### src/rtl/mem_arbiter_pkg.sv
// mem_arbiter_pkg: FSM state encodings, owner codes and the word-alignment check used by mem_arbiter.
package mem_arbiter_pkg;
  typedef enum logic [1:0] {ARB_IDLE, ARB_ACCESS, ARB_ERR, ARB_DONE} arb_state_e;
  localparam logic ARB_M0 = 1'b0;
  localparam logic ARB_M1 = 1'b1;
  localparam logic [1:0] ARB_MISALIGN_MASK = 2'b11;
  function automatic logic misaligned(input logic byte_acc, input logic [1:0] lsb);
    return !byte_acc && ((lsb & ARB_MISALIGN_MASK) != 2'b00);
  endfunction
endpackage

### src/rtl/mem_arbiter_arb_pick.sv
// mem_arbiter_arb_pick: combinational winner select; round-robin on ties when MEM_ARB_RR_EN is defined.
module mem_arbiter_arb_pick
  import mem_arbiter_pkg::*;
(
  input  logic req0_i,
  input  logic req1_i,
`ifdef MEM_ARB_RR_EN
  input  logic last_i,
`endif
  output logic win_o
);
`ifdef MEM_ARB_RR_EN
  assign win_o = (req0_i && req1_i) ? ~last_i : (req0_i ? ARB_M0 : ARB_M1);
`else
  assign win_o = (req0_i || !req1_i) ? ARB_M0 : ARB_M1;
`endif
endmodule

### src/rtl/mem_arbiter.sv
// mem_arbiter: shares the single-port memory between the CPU (m0) and the DMA/loader (m1).
// Define MEM_ARB_RR_EN for round-robin arbitration; otherwise m0 has fixed priority.
module mem_arbiter
  import mem_arbiter_pkg::*;
#(
  parameter int ADDR_W  = 32,
  parameter int DATA_W  = 32,
  parameter int MEM_LAT = 2
) (
  input  logic              clk,
  input  logic              rst,
  input  logic              m0_req,
  input  logic              m0_we,
  input  logic              m0_byte,
  input  logic [ADDR_W-1:0] m0_addr,
  input  logic [DATA_W-1:0] m0_wdata,
  output logic [DATA_W-1:0] m0_rdata,
  output logic              m0_ack,
  output logic              m0_err,
  input  logic              m1_req,
  input  logic              m1_we,
  input  logic              m1_byte,
  input  logic [ADDR_W-1:0] m1_addr,
  input  logic [DATA_W-1:0] m1_wdata,
  output logic [DATA_W-1:0] m1_rdata,
  output logic              m1_ack,
  output logic              m1_err,
  output logic              mem_en,
  output logic              mem_we,
  output logic              mem_byte,
  output logic [ADDR_W-1:0] mem_addr,
  output logic [DATA_W-1:0] mem_wdata,
  input  logic [DATA_W-1:0] mem_rdata,
  output logic              busy,
  output logic              owner
);
  localparam logic [2:0] LAT_M1 = 3'(MEM_LAT - 1);
  arb_state_e state_q, state_d;
  logic [2:0] cnt_q, cnt_d;
  logic owner_q, owner_d, en_q, en_d, we_q, we_d, byte_q, byte_d;
  logic [ADDR_W-1:0] addr_q, addr_d;
  logic [DATA_W-1:0] wdata_q, wdata_d, rd0_q, rd0_d, rd1_q, rd1_d;
  logic ack0_q, ack0_d, ack1_q, ack1_d, err0_q, err0_d, err1_q, err1_d, busy_q, busy_d;
  logic win, any_req, w_we, w_byte, mis, grant, fin;
  logic [ADDR_W-1:0] w_addr;
  logic [DATA_W-1:0] w_wdata;
`ifdef MEM_ARB_RR_EN
  logic last_q, last_d;
`endif
  mem_arbiter_arb_pick u_arb_pick (
    .req0_i(m0_req),
    .req1_i(m1_req),
`ifdef MEM_ARB_RR_EN
    .last_i(last_q),
`endif
    .win_o (win)
  );
  assign any_req = m0_req || m1_req;
  assign w_we    = win ? m1_we : m0_we;
  assign w_byte  = win ? m1_byte : m0_byte;
  assign w_addr  = win ? m1_addr : m0_addr;
  assign w_wdata = win ? m1_wdata : m0_wdata;
  assign mis     = misaligned(w_byte, w_addr[1:0]);
  // State, counter and every output register; reset aborts any access in flight.
  always_ff @(posedge clk or negedge rst) begin
    if (!rst) begin
      state_q <= ARB_IDLE;
      cnt_q   <= '0;
      owner_q <= ARB_M0;
      en_q    <= 1'b0;
      we_q    <= 1'b0;
      byte_q  <= 1'b0;
      addr_q  <= '0;
      wdata_q <= '0;
      rd0_q   <= '0;
      rd1_q   <= '0;
      ack0_q  <= 1'b0;
      ack1_q  <= 1'b0;
      err0_q  <= 1'b0;
      err1_q  <= 1'b0;
      busy_q  <= 1'b0;
`ifdef MEM_ARB_RR_EN
      last_q  <= ARB_M1;
`endif
    end else begin
      state_q <= state_d;
      cnt_q   <= cnt_d;
      owner_q <= owner_d;
      en_q    <= en_d;
      we_q    <= we_d;
      byte_q  <= byte_d;
      addr_q  <= addr_d;
      wdata_q <= wdata_d;
      rd0_q   <= rd0_d;
      rd1_q   <= rd1_d;
      ack0_q  <= ack0_d;
      ack1_q  <= ack1_d;
      err0_q  <= err0_d;
      err1_q  <= err1_d;
      busy_q  <= busy_d;
`ifdef MEM_ARB_RR_EN
      last_q  <= last_d;
`endif
    end
  end
  // Next state: misaligned word accesses skip memory via ERR; valid ones count down the latency.
  always_comb begin
    state_d = state_q;
    cnt_d   = cnt_q;
    case (state_q)
      ARB_IDLE: if (any_req) begin
        state_d = mis ? ARB_ERR : ARB_ACCESS;
        cnt_d   = mis ? cnt_q : LAT_M1;
      end
      ARB_ACCESS: if (cnt_q != '0) cnt_d = cnt_q - 3'd1;
                  else state_d = ARB_DONE;
      ARB_ERR: state_d = ARB_DONE;
      default: state_d = ARB_IDLE;
    endcase
  end
  // Output next values: latch the winner on grant, hold through ACCESS, pulse ack/err in DONE.
  always_comb begin
    grant   = (state_q == ARB_IDLE) && any_req;
    fin     = (state_q == ARB_ACCESS) && (cnt_q == '0);
    owner_d = grant ? win : owner_q;
    en_d    = grant ? !mis : (fin ? 1'b0 : en_q);
    we_d    = grant ? (!mis && w_we) : (fin ? 1'b0 : we_q);
    byte_d  = grant ? w_byte : byte_q;
    addr_d  = grant ? w_addr : addr_q;
    wdata_d = grant ? w_wdata : wdata_q;
    rd0_d   = (fin && !we_q && owner_q == ARB_M0) ? mem_rdata : rd0_q;
    rd1_d   = (fin && !we_q && owner_q == ARB_M1) ? mem_rdata : rd1_q;
    ack0_d  = (fin || state_q == ARB_ERR) && owner_q == ARB_M0;
    ack1_d  = (fin || state_q == ARB_ERR) && owner_q == ARB_M1;
    err0_d  = (state_q == ARB_ERR) && owner_q == ARB_M0;
    err1_d  = (state_q == ARB_ERR) && owner_q == ARB_M1;
    busy_d  = state_d != ARB_IDLE;
`ifdef MEM_ARB_RR_EN
    last_d  = (state_q == ARB_DONE) ? owner_q : last_q;
`endif
  end
  assign m0_rdata  = rd0_q;
  assign m0_ack    = ack0_q;
  assign m0_err    = err0_q;
  assign m1_rdata  = rd1_q;
  assign m1_ack    = ack1_q;
  assign m1_err    = err1_q;
  assign mem_en    = en_q;
  assign mem_we    = we_q;
  assign mem_byte  = byte_q;
  assign mem_addr  = addr_q;
  assign mem_wdata = wdata_q;
  assign busy      = busy_q;
  assign owner     = owner_q;
endmodule

### config.mk
export PLATFORM = sky130hd
export DESIGN_NAME = mem_arbiter
export DESIGN_NICKNAME = d
export VERILOG_FILES = /design/src/rtl/mem_arbiter_pkg.sv /design/src/rtl/mem_arbiter_arb_pick.sv /design/src/rtl/mem_arbiter.sv
export SDC_FILE = /design/constraint.sdc
export NUM_CORES = 1
export LEC_CHECK = 0
export BUFFER_PORTS_ARGS = -buffer_cell sky130_fd_sc_hd__buf_2
export CAP_MARGIN = 20
export CORE_MARGIN = 4
export CORE_UTILIZATION = 35
export DETAILED_ROUTE_END_ITERATION = 10
export PLACE_DENSITY_LB_ADDON = 0.1
export SYNTH_ARGS = -nofsm -noshare
export SYNTH_HDL_FRONTEND = slang
export SYNTH_SLANG_ARGS = --single-unit
### constraint.sdc
create_clock -name clk -period 1.8 [get_ports clk]
set_clock_uncertainty 0.05 [all_clocks]
set_input_delay 0.09 -clock clk [delete_from_list [all_inputs] [get_ports clk]]
set_output_delay 0.09 -clock clk [all_outputs]
set_load 0.02 [all_outputs]
; Word-level counts from Yosys, hierarchy flattened
; Cells that the tools add are included.
[word_totals]
reg_bits = 142
input_bits = 168
elab_cells = 64
[classes]
n_addsub = 1
eq_ne = 5
n_mux = 16
bitwise_logic = 1
n_reduce_logical = 26
[op_table]
columns = operator, count
row1 = 32-bit 2-to-1 mux, 2
row2 = 1-bit logical AND, 11
row3 = 3-bit 2-to-1 mux, 3
row4 = 2-bit nonzero test, 4
row5 = 1-bit 2-to-1 mux, 6
row6 = 2-bit 2-to-1 mux, 3
row7 = 2-bit != test (second input constant), 3
row8 = 2-bit case mux with 3 select lines, 1
row9 = 3-bit case mux with 2 select lines, 1
row10 = 1-bit zero test, 4
row11 = 4-bit AND reduction, 1
row12 = 3-bit zero test, 1
row13 = 1-bit logical OR, 3
row14 = 3-bit nonzero test, 1
row15 = 3-bit by 1-bit subtractor with 3-bit output (second input constant), 1
row16 = 2-bit by 1-bit equality test with 1-bit output (second input constant), 1
row17 = 2-bit equality test (second input constant), 1
row18 = 2-bit zero test, 1
row19 = 1-bit inverter, 1

; Longest topological paths before layout
[logic_depth]
ltp_word = 9
mapped_depth = 8
mapped_depth_nobuf = 7

; By module
; From an unflattened synthesis, not the netlist that was laid out.
[unflattened]
cells_unflattened = 491
hier_area_um2 = 6194.7
[modules_own_cells]
columns = module, instances, cells_each, area_each_um2, seq_area_each_um2
row1 = mem_arbiter, 1, 490, 6180.9, 3553.4
row2 = mem_arbiter_arb_pick, 1, 1, 13.8, 0.0

; Worst setup path before layout
; Ideal clock, no wire load.
[synth_path]
path_type = register to register
start = register state_q[1]
end = register rd0_q[10] (netlist: m0_rdata[10])
setup_ps = 125
arrival_time_ps = 1588
required_ps = 1625
path_slack_ps = 37
path_stages_with_launch = 7
path_buffers = 1
path_cell_list = dfrtp_1 -> inv_1 -> ha_1 -> nand3b_4 -> nor3_4 -> buf_6 -> mux2_2
[synth_via]
elab_chain_len = 4
[synth_lines]
columns = item, line_no
row1 = "start, declared", mem_arbiter.sv:38  ; arb_state_e state_q, state_d;
row2 = "start signal, assigned", mem_arbiter.sv:86  ; state_q <= state_d;
row3 = 2-bit by 1-bit equality test with 1-bit output, mem_arbiter.sv:124  ; fin = (state_q == ARB_ACCESS) && (cnt_q == '0);
row4 = 1-bit logical AND, mem_arbiter.sv:124
row5 = 1-bit logical AND (2 in a row), mem_arbiter.sv:131  ; rd0_d = (fin && !we_q && owner_q == ARB_M0) ? mem_rdata : rd0_q;
row6 = "end signal, assigned", mem_arbiter.sv:94  ; rd0_q <= rd0_d;
row7 = "end, declared", mem_arbiter.sv:42  ; logic [DATA_W-1:0] wdata_q, wdata_d, rd0_q, rd0_d, rd1_q, rd1_d;
; Every way passes these cells.
; A chain may end at the register's enable or synchronous reset.

; Final worst setup path
[layout_path]
start = register state_q[1]
end = register rd0_q[18] (netlist: m0_rdata[18])
; The elaborated chain is that of the path after synthesis.

==> impl_metrics.py <==
metrics = {
    "cells_and_area": {
        "final_cell_mix": "buf_2, dlygate4sd3_1, dfrtp_1",
        "seqCellArea_um2": 3550,
        "n_fill_cell": 1378,
        "drive_above_1_share": 0.424,
        "final_util": 0.607,
        "area_growth_pct": 70.1,
        "final_common_cell": "buf_2",
        "nNetsFinal": 1219,
        "multi_input_area_um2": 2450,
        "antenna_cells_inserted": 0,
    },
    "worst_setup_path": {
        "path_class": "reg2reg",
        "startpoint_type": "flop",
        "r2r_start": "state_q[1]$_DFF_PN0_",
        "crit_path_end_kind": "flop",
        "worstSetupEndpoint": "m0_rdata[18]$_DFFE_PN0P_",
        "r2r_slack_ns": 0.03,
        "critPathMaxFanout": 8,
        "critPathArrivalTime_ns": 2.02,
        "r2r_end": "m0_rdata[18]$_DFFE_PN0P_",
        "r2r_cells": 7,
        "crit_start": "state_q[1]$_DFF_PN0_",
        "cp_data_required_time_ns": 2.05,
    },
    "floorplanning": {
        "die-area_um2": 19800,
        "boundaryPins": 305,
        "core_area_um2": 17300,
        "die_width_um": 141,
        "start_util": 0.357,
        "die_h_um": 141,
        "rows": 48,
    },
    "status": {
        "outcome": "finished clean",
    },
    "placed_design": {
        "place_congestion": 0.837,
        "numPortBuffers": 304,
        "pre_cts_ws_ns": -0.0369,
        "hpwl_mm": 13.6,
    },
    "routing": {
        "antenna_left": 0,
        "drc": 0,
        "viasPerCell": 4.82,
        "wl_per_cell_um": 16.6,
        "vias": 6181,
        "dr.pass1.iters": 5,
        "wirelength_mm": 21.3,
        "drt_iter0_markers": 198,
    },
    "yosys": {
        "syn_nets": 734,
        "yosysTopAreaCellShare": 0.576,
        "synthTopCellsByArea": "dfrtp_1, nand2_1, mux2_4",
        "synth_seq_area_share": 0.576,
        "ys_ff_latch": 142,
        "synth_cell_types": 36,
        "synth.cell_area_um2": 6170,
        "avgSynthCellArea_um2": 11.0,
        "synth_warnings": 0,
        "synth.largest_area_cell": "dfrtp_1",
        "syn_inst": 560,
    },
    "clock_tree": {
        "cts_tree": "done",
        "cts_sinks": 142,
        "insertion_delay_ns": 0.41,
        "numCtsBuffers": 17,
        "cts.clk_slew.worst_paths_ns": 0.06,
        "root_buffer": "clkbuf_16",
        "ctsHtreeMaxLevel": 4,
        "max-clock-path-buffers": 2,
    },
    "global_routing": {
        "overflow": 0,
        "grt_max_degree": 65,
        "grtUsageTotal": 0.204,
        "antenna_found_initial": 0,
        "grt_pass1_vias": 6529,
        "grt_pass1_wl_mm": 32.3,
    },
    "hold_path": {
        "hp-class": "in2reg",
        "min_from": "m1_req",
    },
    "timing": {
        "slew_viol_final": 0,
        "fmax_mhz": 564,
        "setup_ws_ns": 0.0270,
        "rsz0062_at_grt": "true",
        "tightest_slew_ns": 0.629,
        "whs_ns": 0.108,
        "period_needed_ns": 1.77,
        "slew_headroom": 0.580,
        "tns_ns": 0,
        "setup_violations": 0,
        "finalHoldViolations": 0,
        "finalCritPeriodShare": 0.985,
    },
    "power_and_ir_drop": {
        "p_leak_nw": 5.16,
        "power_per_cell_area_nw_per_um2": 1630,
        "ir_drop_v": 0.000879,
    },
    "flow_run": {
        "max-cap-violations": 0,
    },
}
==> per-stage QoR <==
step                      total power [mW]  cells  cell area [um^2]
final                                 17.1   1283             10500
after global routing                  18.1   1283             10500
after CTS                             16.8   1273             10300
after detailed placement              13.1   1076              8060
after global placement                13.0   1076              8060
after floorplan                       10.3    560              6170
==> cells by family after synthesis <==
logic type | share of synthesized area
compound gates | 0.0795
mux | 0.142
fa+ha+maj | 0.0122
flops | 0.576
buf+inv | 0.0377
simple gates | 0.153
==> routing by layer <==
metal  global-route usage  share of wire  up-vias
li1                     -              -     2878
met1                0.242           0.39     2942
met2                0.341           0.50      307
met3               0.0634          0.076       54
met4               0.0903          0.033        0
met5                    0              0        -
==> cell type report <==
class / instances / share of cell area
sequential: 142 / 0.339
timing repair buffer: 501 / 0.345
clock buffer: 20 / 0.0435
inverter: 4 / 0.00143
multi-input combinational: 379 / 0.234
clock inverter: 12 / 0.0106
tap: 225 / 0.0268
==> how the worst min path moves through the flow <==
stage | endpoint | slack, ns | cells past startpoint
final | mem_en$_DFFE_PN0P_ | 0.11 | 4
after global routing | mem_en$_DFFE_PN0P_ | 0.09 | 4
after CTS | mem_en$_DFFE_PN0P_ | 0.08 | 4
after detailed placement | m0_rdata[5]$_DFFE_PN0P_ | 0.08 | 1
after global placement | m0_rdata[5]$_DFFE_PN0P_ | 0.09 | 1
after floorplan | busy$_DFF_PN0_ | -0.26 | 0
==> sequential cells by signal, indices dropped and copies added (netlist names), 2 cells and up <==
name	flops
cnt_q	3
mem_addr	32
state_q	2
m0_rdata	32
m1_rdata	32
mem_wdata	32
==> worst max-delay path, stage by stage, from the launching register on <==
cell	delay, ns
dfrtp_1	0.39
inv_2	0.10
ha_4	0.15
nand3b_4	0.11
nor3_4	0.18
buf_6	0.16
clkbuf_16	0.17
mux2_2	0.34
==> where the power goes <==
| part | internal [mW] | switching (mW) |
|---|---|---|
| Sequential | 4.78 | 0.899 |
| Clock | 1.98 | 1.40 |
| Combinational | 3.54 | 4.54 |
| Total | 10.3 | 6.83 |
==> cells in the mapped netlist <==
| cell type | count |
|---|---|
| a21oi_1 | 4 |
| a21oi_2 | 1 |
| a221o_1 | 1 |
| a31oi_1 | 65 |
| and2_1 | 2 |
| and2b_4 | 1 |
| and3_1 | 1 |
| and3b_2 | 1 |
| buf_2 | 17 |
| buf_4 | 5 |
| buf_6 | 6 |
| clkbuf_1 | 6 |
| clkbuf_2 | 1 |
| dfrtp_1 | 142 |
| ha_1 | 6 |
| inv_1 | 4 |
| mux2_1 | 2 |
| mux2_2 | 33 |
| mux2_4 | 30 |
| mux2i_1 | 3 |
| nand2_1 | 132 |
| nand2_2 | 2 |
| nand2b_1 | 1 |
| nand3_1 | 2 |
| nand3b_4 | 1 |
| nor2_1 | 72 |
| nor2_2 | 1 |
| nor2b_1 | 5 |
| nor3_4 | 1 |
| nor3b_1 | 1 |
| nor4_1 | 1 |
| nor4b_2 | 1 |
| o211ai_1 | 1 |
| o21a_1 | 1 |
| o21ai_0 | 6 |
| or2b_1 | 1 |
==> timing repair <==
item,in CTS,in global routing
pin swaps,0,2
hold buffers,165,0
gates resized for setup,1,17
gates cloned,0,5
endpoints found under the hold margin,187,0
endpoints found under the setup margin,16,94
buffers inserted,0,5
No activity file was read; power rests on OpenSTA's default activity.
